File: config.mk
export PLATFORM = sky130hd
export DESIGN_NAME = unpool_layer
export DESIGN_NICKNAME = d
export VERILOG_FILES = /design/src/rtl/cnn_pkg.sv /design/src/rtl/avg_unpool_unit.sv /design/src/rtl/unpool_layer.sv
export SDC_FILE = /design/constraint.sdc
export NUM_CORES = 1
export LEC_CHECK = 0
export ABC_CLOCK_PERIOD_IN_PS = 9700
export BUFFER_PORTS_ARGS = -buffer_cell sky130_fd_sc_hd__buf_4
export CELL_PAD_IN_SITES_DETAIL_PLACEMENT = 0
export CELL_PAD_IN_SITES_GLOBAL_PLACEMENT = 1
export CORE_AREA = 4 4 564 566
export CTS_CLUSTER_DIAMETER = 80
export DETAILED_ROUTE_END_ITERATION = 10
export DIE_AREA = 0 0 568 570
export PLACE_DENSITY = 0.43
export SYNTH_ARGS = -nofsm -noshare
export SYNTH_HDL_FRONTEND = slang
export SYNTH_SLANG_ARGS = --single-unit
export TNS_END_PERCENT = 20
File: constraint.sdc
create_clock -name clk -period 9.7 [get_ports clk]
set_input_delay 0.97 -clock clk [delete_from_list [all_inputs] [get_ports clk]]
set_output_delay 0.97 -clock clk [all_outputs]
set_load 0.1 [all_outputs]
File: src/rtl/cnn_pkg.sv
// Shared constants and types for the cnn_core pooling/unpooling stages.
// Window size, value-mapping modes and the expand FSM state encoding.
package cnn_pkg;

    localparam int CNN_DATA_W     = 32;
    localparam int FM_W           = 3;
    localparam int FM_H           = 3;
    localparam int WIN            = 2;
    localparam int MODE_REPLICATE = 0;
    localparam int MODE_AVG_GRAD  = 1;

    typedef enum logic [1:0] {
        IDLE,
        EXPAND,
        DONE
    } state_t;

endpackage

File: src/rtl/avg_unpool_unit.sv
// Per-element value mapping for unpooling: replicate or avg-pool gradient.
// Counterpart of avg_pool_unit; further unpool modes slot in here.
module avg_unpool_unit
    import cnn_pkg::*;
#(
    parameter int DATA_W = CNN_DATA_W,
    parameter int MODE   = MODE_REPLICATE
) (
    input  logic signed [DATA_W-1:0] in_val,
    output logic signed [DATA_W-1:0] out_val
);

    // Map one input element to the value spread over its 2x2 window
    always_comb begin
        out_val = in_val;
        if (MODE == MODE_AVG_GRAD) begin
            out_val = in_val >>> 2;
        end
    end

endmodule

File: src/rtl/unpool_layer.sv
// 2x expansion of a feature map, one 2x2 output block per clock.
// Input is snapshotted on start so it may change while expanding.
module unpool_layer
    import cnn_pkg::*;
#(
    parameter int DATA_W = CNN_DATA_W,
    parameter int IN_W   = FM_W,
    parameter int IN_H   = FM_H,
    parameter int MODE   = MODE_REPLICATE
) (
    input  logic                     clk,
    input  logic                     rst,
    input  logic                     start,
    input  logic signed [DATA_W-1:0] input_fm  [0:IN_W*IN_H-1],
    output logic                     done,
    output logic signed [DATA_W-1:0] output_fm [0:4*IN_W*IN_H-1]
);

    localparam int N     = IN_W * IN_H;
    localparam int OW    = WIN * IN_W;
    localparam int ON    = 4 * N;
    localparam int IDX_W = (N > 1) ? $clog2(N) : 1;
    localparam int ROW_W = (IN_H > 1) ? $clog2(IN_H) : 1;
    localparam int COL_W = (IN_W > 1) ? $clog2(IN_W) : 1;
    localparam int OA_W  = $clog2(ON);

    state_t state;
    state_t next_state;

    logic signed [DATA_W-1:0] in_buf [0:N-1];
    logic        [IDX_W-1:0]  idx;
    logic        [ROW_W-1:0]  row;
    logic        [COL_W-1:0]  col;
    logic        [OA_W-1:0]   base;
    logic        [OA_W-1:0]   base_lo;
    logic signed [DATA_W-1:0] v;

    logic load;
    logic write_en;
    logic last;

    assign last = (idx == IDX_W'(N - 1));

    avg_unpool_unit #(
        .DATA_W (DATA_W),
        .MODE   (MODE)
    ) u_unit (
        .in_val  (in_buf[idx]),
        .out_val (v)
    );

    // State register
    always_ff @(posedge clk) begin
        if (rst) begin
            state <= IDLE;
        end else begin
            state <= next_state;
        end
    end

    // Next-state and control strobes
    always_comb begin
        next_state = state;
        load       = 1'b0;
        write_en   = 1'b0;
        unique case (state)
            IDLE: begin
                if (start) begin
                    load       = 1'b1;
                    next_state = EXPAND;
                end
            end
            EXPAND: begin
                write_en = 1'b1;
                if (last) begin
                    next_state = DONE;
                end
            end
            DONE: begin
                if (start) begin
                    load       = 1'b1;
                    next_state = EXPAND;
                end
            end
            default: next_state = IDLE;
        endcase
    end

    // Top-left output address of the current block and the row below it
    always_comb begin
        base    = OA_W'(2 * int'(row) * OW + 2 * int'(col));
        base_lo = base + OA_W'(OW);
    end

    // Snapshot, block counters, done flag and output block writes
    always_ff @(posedge clk) begin
        if (rst) begin
            done <= 1'b0;
            idx  <= '0;
            row  <= '0;
            col  <= '0;
            for (int i = 0; i < N; i++) begin
                in_buf[i] <= '0;
            end
            for (int i = 0; i < ON; i++) begin
                output_fm[i] <= '0;
            end
        end else if (load) begin
            done <= 1'b0;
            idx  <= '0;
            row  <= '0;
            col  <= '0;
            for (int i = 0; i < N; i++) begin
                in_buf[i] <= input_fm[i];
            end
        end else if (write_en) begin
            output_fm[base]              <= v;
            output_fm[base + OA_W'(1)]   <= v;
            output_fm[base_lo]           <= v;
            output_fm[base_lo + OA_W'(1)] <= v;
            if (last) begin
                done <= 1'b1;
            end else begin
                idx <= idx + IDX_W'(1);
                if (col == COL_W'(IN_W - 1)) begin
                    col <= '0;
                    row <= row + ROW_W'(1);
                end else begin
                    col <= col + COL_W'(1);
                end
            end
        end
    end

endmodule

==> metrics.md <==
| Metric | Value |
|---|---|
| Post-Syn Nets | `3946` |
| Clk_lat worst skew | `0.83 ns` |
| Area Growth Syn to Fin | `41.06%` |
| First-pass GRT wire length | `323.9 mm` |
| Class of the most critical setup path | `flip-flop to flip-flop` |
| Min Hold Slack | `0.4155 ns` |
| Row Count | `206` |
| Setup TNS | `0 ns` |
| Port Buffer Count | `1443` |
| Number of buffers created by CTS | `121` |
| Syn avg cell area | `10.64 um2` |
| Area share of the largest cell type after synthesis | `30.47%` |
| RePlAce Congestion | `0.7609` |
| Ys Warns | `0` |
| H-tree depth | `3` |
| Vias per cell | `3.686` |
| Register area | `20490 um2` |
| Slew @ Worst Pin | `1.273 ns` |
| CTS tree | `done` |
| Chip Height | `570 um` |
| Unrepaired setup endpoints after global routing | `no` |
| Status | `finished clean` |
| Vias in the first global route | `31570` |
| Post-synthesis instance total | `3648` |
| Final period util | `40.49%` |
| Fraction of registers with async set/reset | `0%` |
| Starting Density | `12.38%` |
| # Post-CTS Setup Buffers | `0` |
| Crit. End Element | `flip-flop` |
| Crit path time final | `3.927 ns` |
| Multi-input logic area | `13090 um2` |
| Pwr dens | `187.0 nW/um2` |
| Synth Flop Type | `dfxtp_1` |
| TritonRoute pass-1 iters | `5` |
| WP data arrival | `4.55 ns` |
| Overflow after GRT | `0` |
| Final count of hold timing violations | `0` |
| Synth cell types | `53` |
| R2R Setup Slk | `5.77 ns` |
| Detail Route Antenna Nets | `0` |
| DRC violations left | `0` |
| Total Routing Usage GR | `14.79%` |
| Internal | `0.007072 W` |
| Post-Synthesis Cell Area | `38830 um2` |
| Type of origin of the critical path | `flip-flop` |
| Worst-path fanout max | `84` |
| Yosys reg bits | `879` |
| Largest net degree at the start of global routing | `225` |
| Antenna violations before repair | `40` |
| Max Fclk | `254.6 MHz` |
| WL/cell | `29.16 um` |
| Sw Ratio | `30.93%` |
| Post-DP HPWL | `192.5 mm` |
| # IOs | `1444` |
| Die X | `568 um` |
| Pins Over Slew Limit | `0` |
| Reg clk slew, reported paths | `0.06 ns` |
| Clock share of power | `45.0%` |
| Peak VDD IR | `0.1343 mV` |
| Final-stage net count | `4686` |
| Clock buffer depth | `4` |
| Vias | `31932` |
| Die area | `323800 um2` |
| Logic pwr share | `15.4%` |
| Detailed Route WL | `252.5 mm` |
| CP required | `10.32 ns` |
| Area of the core | `313700 um2` |
| Leak | `21.25 nW` |
| Synth area leader | `dfxtp_1` |
| Part of the power in registers | `39.6%` |
| Share of layout cells above drive strength 1 | `40.74%` |
| Min-delay worst type | `input pin to flip-flop` |
| Max-slew headroom | `14.81%` |
| Clk sink count | `879` |
| CTS root buf | `clkbuf_16` |
| Filler cells | `34738` |
| EDFF count, synth | `288` |
| NetSw | `0.003168 W` |
| Final setup viols | `0` |
| CTS Hold Bufs | `0` |
| Starting DRT DRC Count | `2494` |
| Post_cts resized | `0` |
| Post-synthesis sequential area ratio | `52.74%` |
| Clock Skew | `0.05924 ns` |
| Top cells by area, synth | `dfxtp_1, edfxtp_1, buf_4` |
| Max-Cap Viols | `0` |
-- sequential cells by signal, summed over array words and instances (netlist names), named ones only --
register   cells
output_fm    576
col            2
row            2
in_buf       288
idx            4
done           1
state          2
-- power by group through the flow --
stage	sequential, W	clock [W]	combinational [W]
detailed placement	0.00414	0	0.00162
floorplan	0.00437	0	0.000694
global placement	0.00414	0	0.00162
global route	0.00407	0.00490	0.00164
finish	0.00406	0.00461	0.00157
CTS	0.00407	0.00477	0.00162
-- cell families after synthesis --
family / count (synthesis) / share of synthesized area, %
compound gates: 1146 / 20.02
buf+inv: 995 / 15.72
mux: 130 / 3.351
simple gates: 484 / 7.743
flops: 879 / 52.74
fa+ha+maj: 7 / 0.2255
xor+xnor: 7 / 0.1966
-- synthesized netlist by cell type (all sizes together), types with 3 or more instances --
cell type,count
a211oi,421
a21boi,5
a21oi,428
a221oi,85
a22oi,154
a311oi,20
a31oi,20
a32oi,3
and2,320
buf,716
clkbuf,208
dfxtp,591
edfxtp,288
ha,7
inv,71
mux2i,130
nand2,13
nand2b,98
nand3b,5
nor2,14
nor2b,4
nor3,7
nor4,6
o21ai,5
or2,5
xnor2,4
xor2,3
-- cells in the final DEF (no fill, tap or decap), drive strengths merged, types with 3 or more instances in the layout --
master / instances
edfxtp: 288
a31oi: 20
nand3b: 5
ha: 7
diode: 17
a311oi: 20
buf: 1541
a21boi: 5
mux2i: 130
nor2: 14
a21oi: 428
inv: 87
dfxtp: 591
bufinv: 14
a211oi: 421
a32oi: 3
clkinv: 22
xor2: 3
clkbuf: 166
or2: 5
nand2b: 98
xnor2: 4
and2: 320
nor4: 6
a221oi: 85
nor3: 7
o21ai: 5
nor2b: 4
nand2: 13
a22oi: 154
-- metal layers --
| metal | share of wire, % | wire (um) | track usage (%) |
|---|---|---|---|
| met4 | 2.8 | 7077 | 3.974 |
| met1 | 43 | 108700 | 18.86 |
| met3 | 7.0 | 17710 | 3.910 |
| met5 | 0.052 | 132 | 0 |
| met2 | 47 | 119000 | 24.59 |
-- metrics by stage --
stage	total power (W)	setup slack, ns	cells	util, %	instance area (um2)
2_1_floorplan	0.005064	3.900	3648	-	38830
3_3_place_gp	0.005758	5.824	8425	16.15	50670
3_5_place_dp	0.005765	5.741	8425	16.15	50670
4_1_cts	0.01046	5.687	8645	17.45	54730
5_1_grt	0.01061	5.561	8652	17.45	54750
6_report	0.01024	5.773	8662	17.46	54770
-- worst max-delay path: stages, from the launching register on --
cell and delay, ns:
dfxtp_1 0.41, inv_1 0.10, ha_1 0.31, inv_1 0.05, ha_1 0.25, xor2_2 0.24, nor3_4 0.14, buf_4 0.21
buf_4 0.67, and2_2 0.94, a211oi_1 0.17
-- worst paths after layout --
kind                 start              to  cells after the start
max                 row[0]  output_fm[699]                     10
min          input_fm[112]   in_buf[5][16]                      2
max reg2reg         row[0]  output_fm[699]                     10
min reg2reg  output_fm[48]   output_fm[48]                      2
-- final cells by class --
class,instances,share of cell area [%]
flip-flops and latches,879,37.40
repair buffers,1541,21.20
multi-input cells,1774,23.90
clock buffers,166,6.040
clock inverters,54,1.382
diodes,17,0.07767
inverters,71,0.4911
well taps,4160,9.503
(Power assumes the default switching activity.)
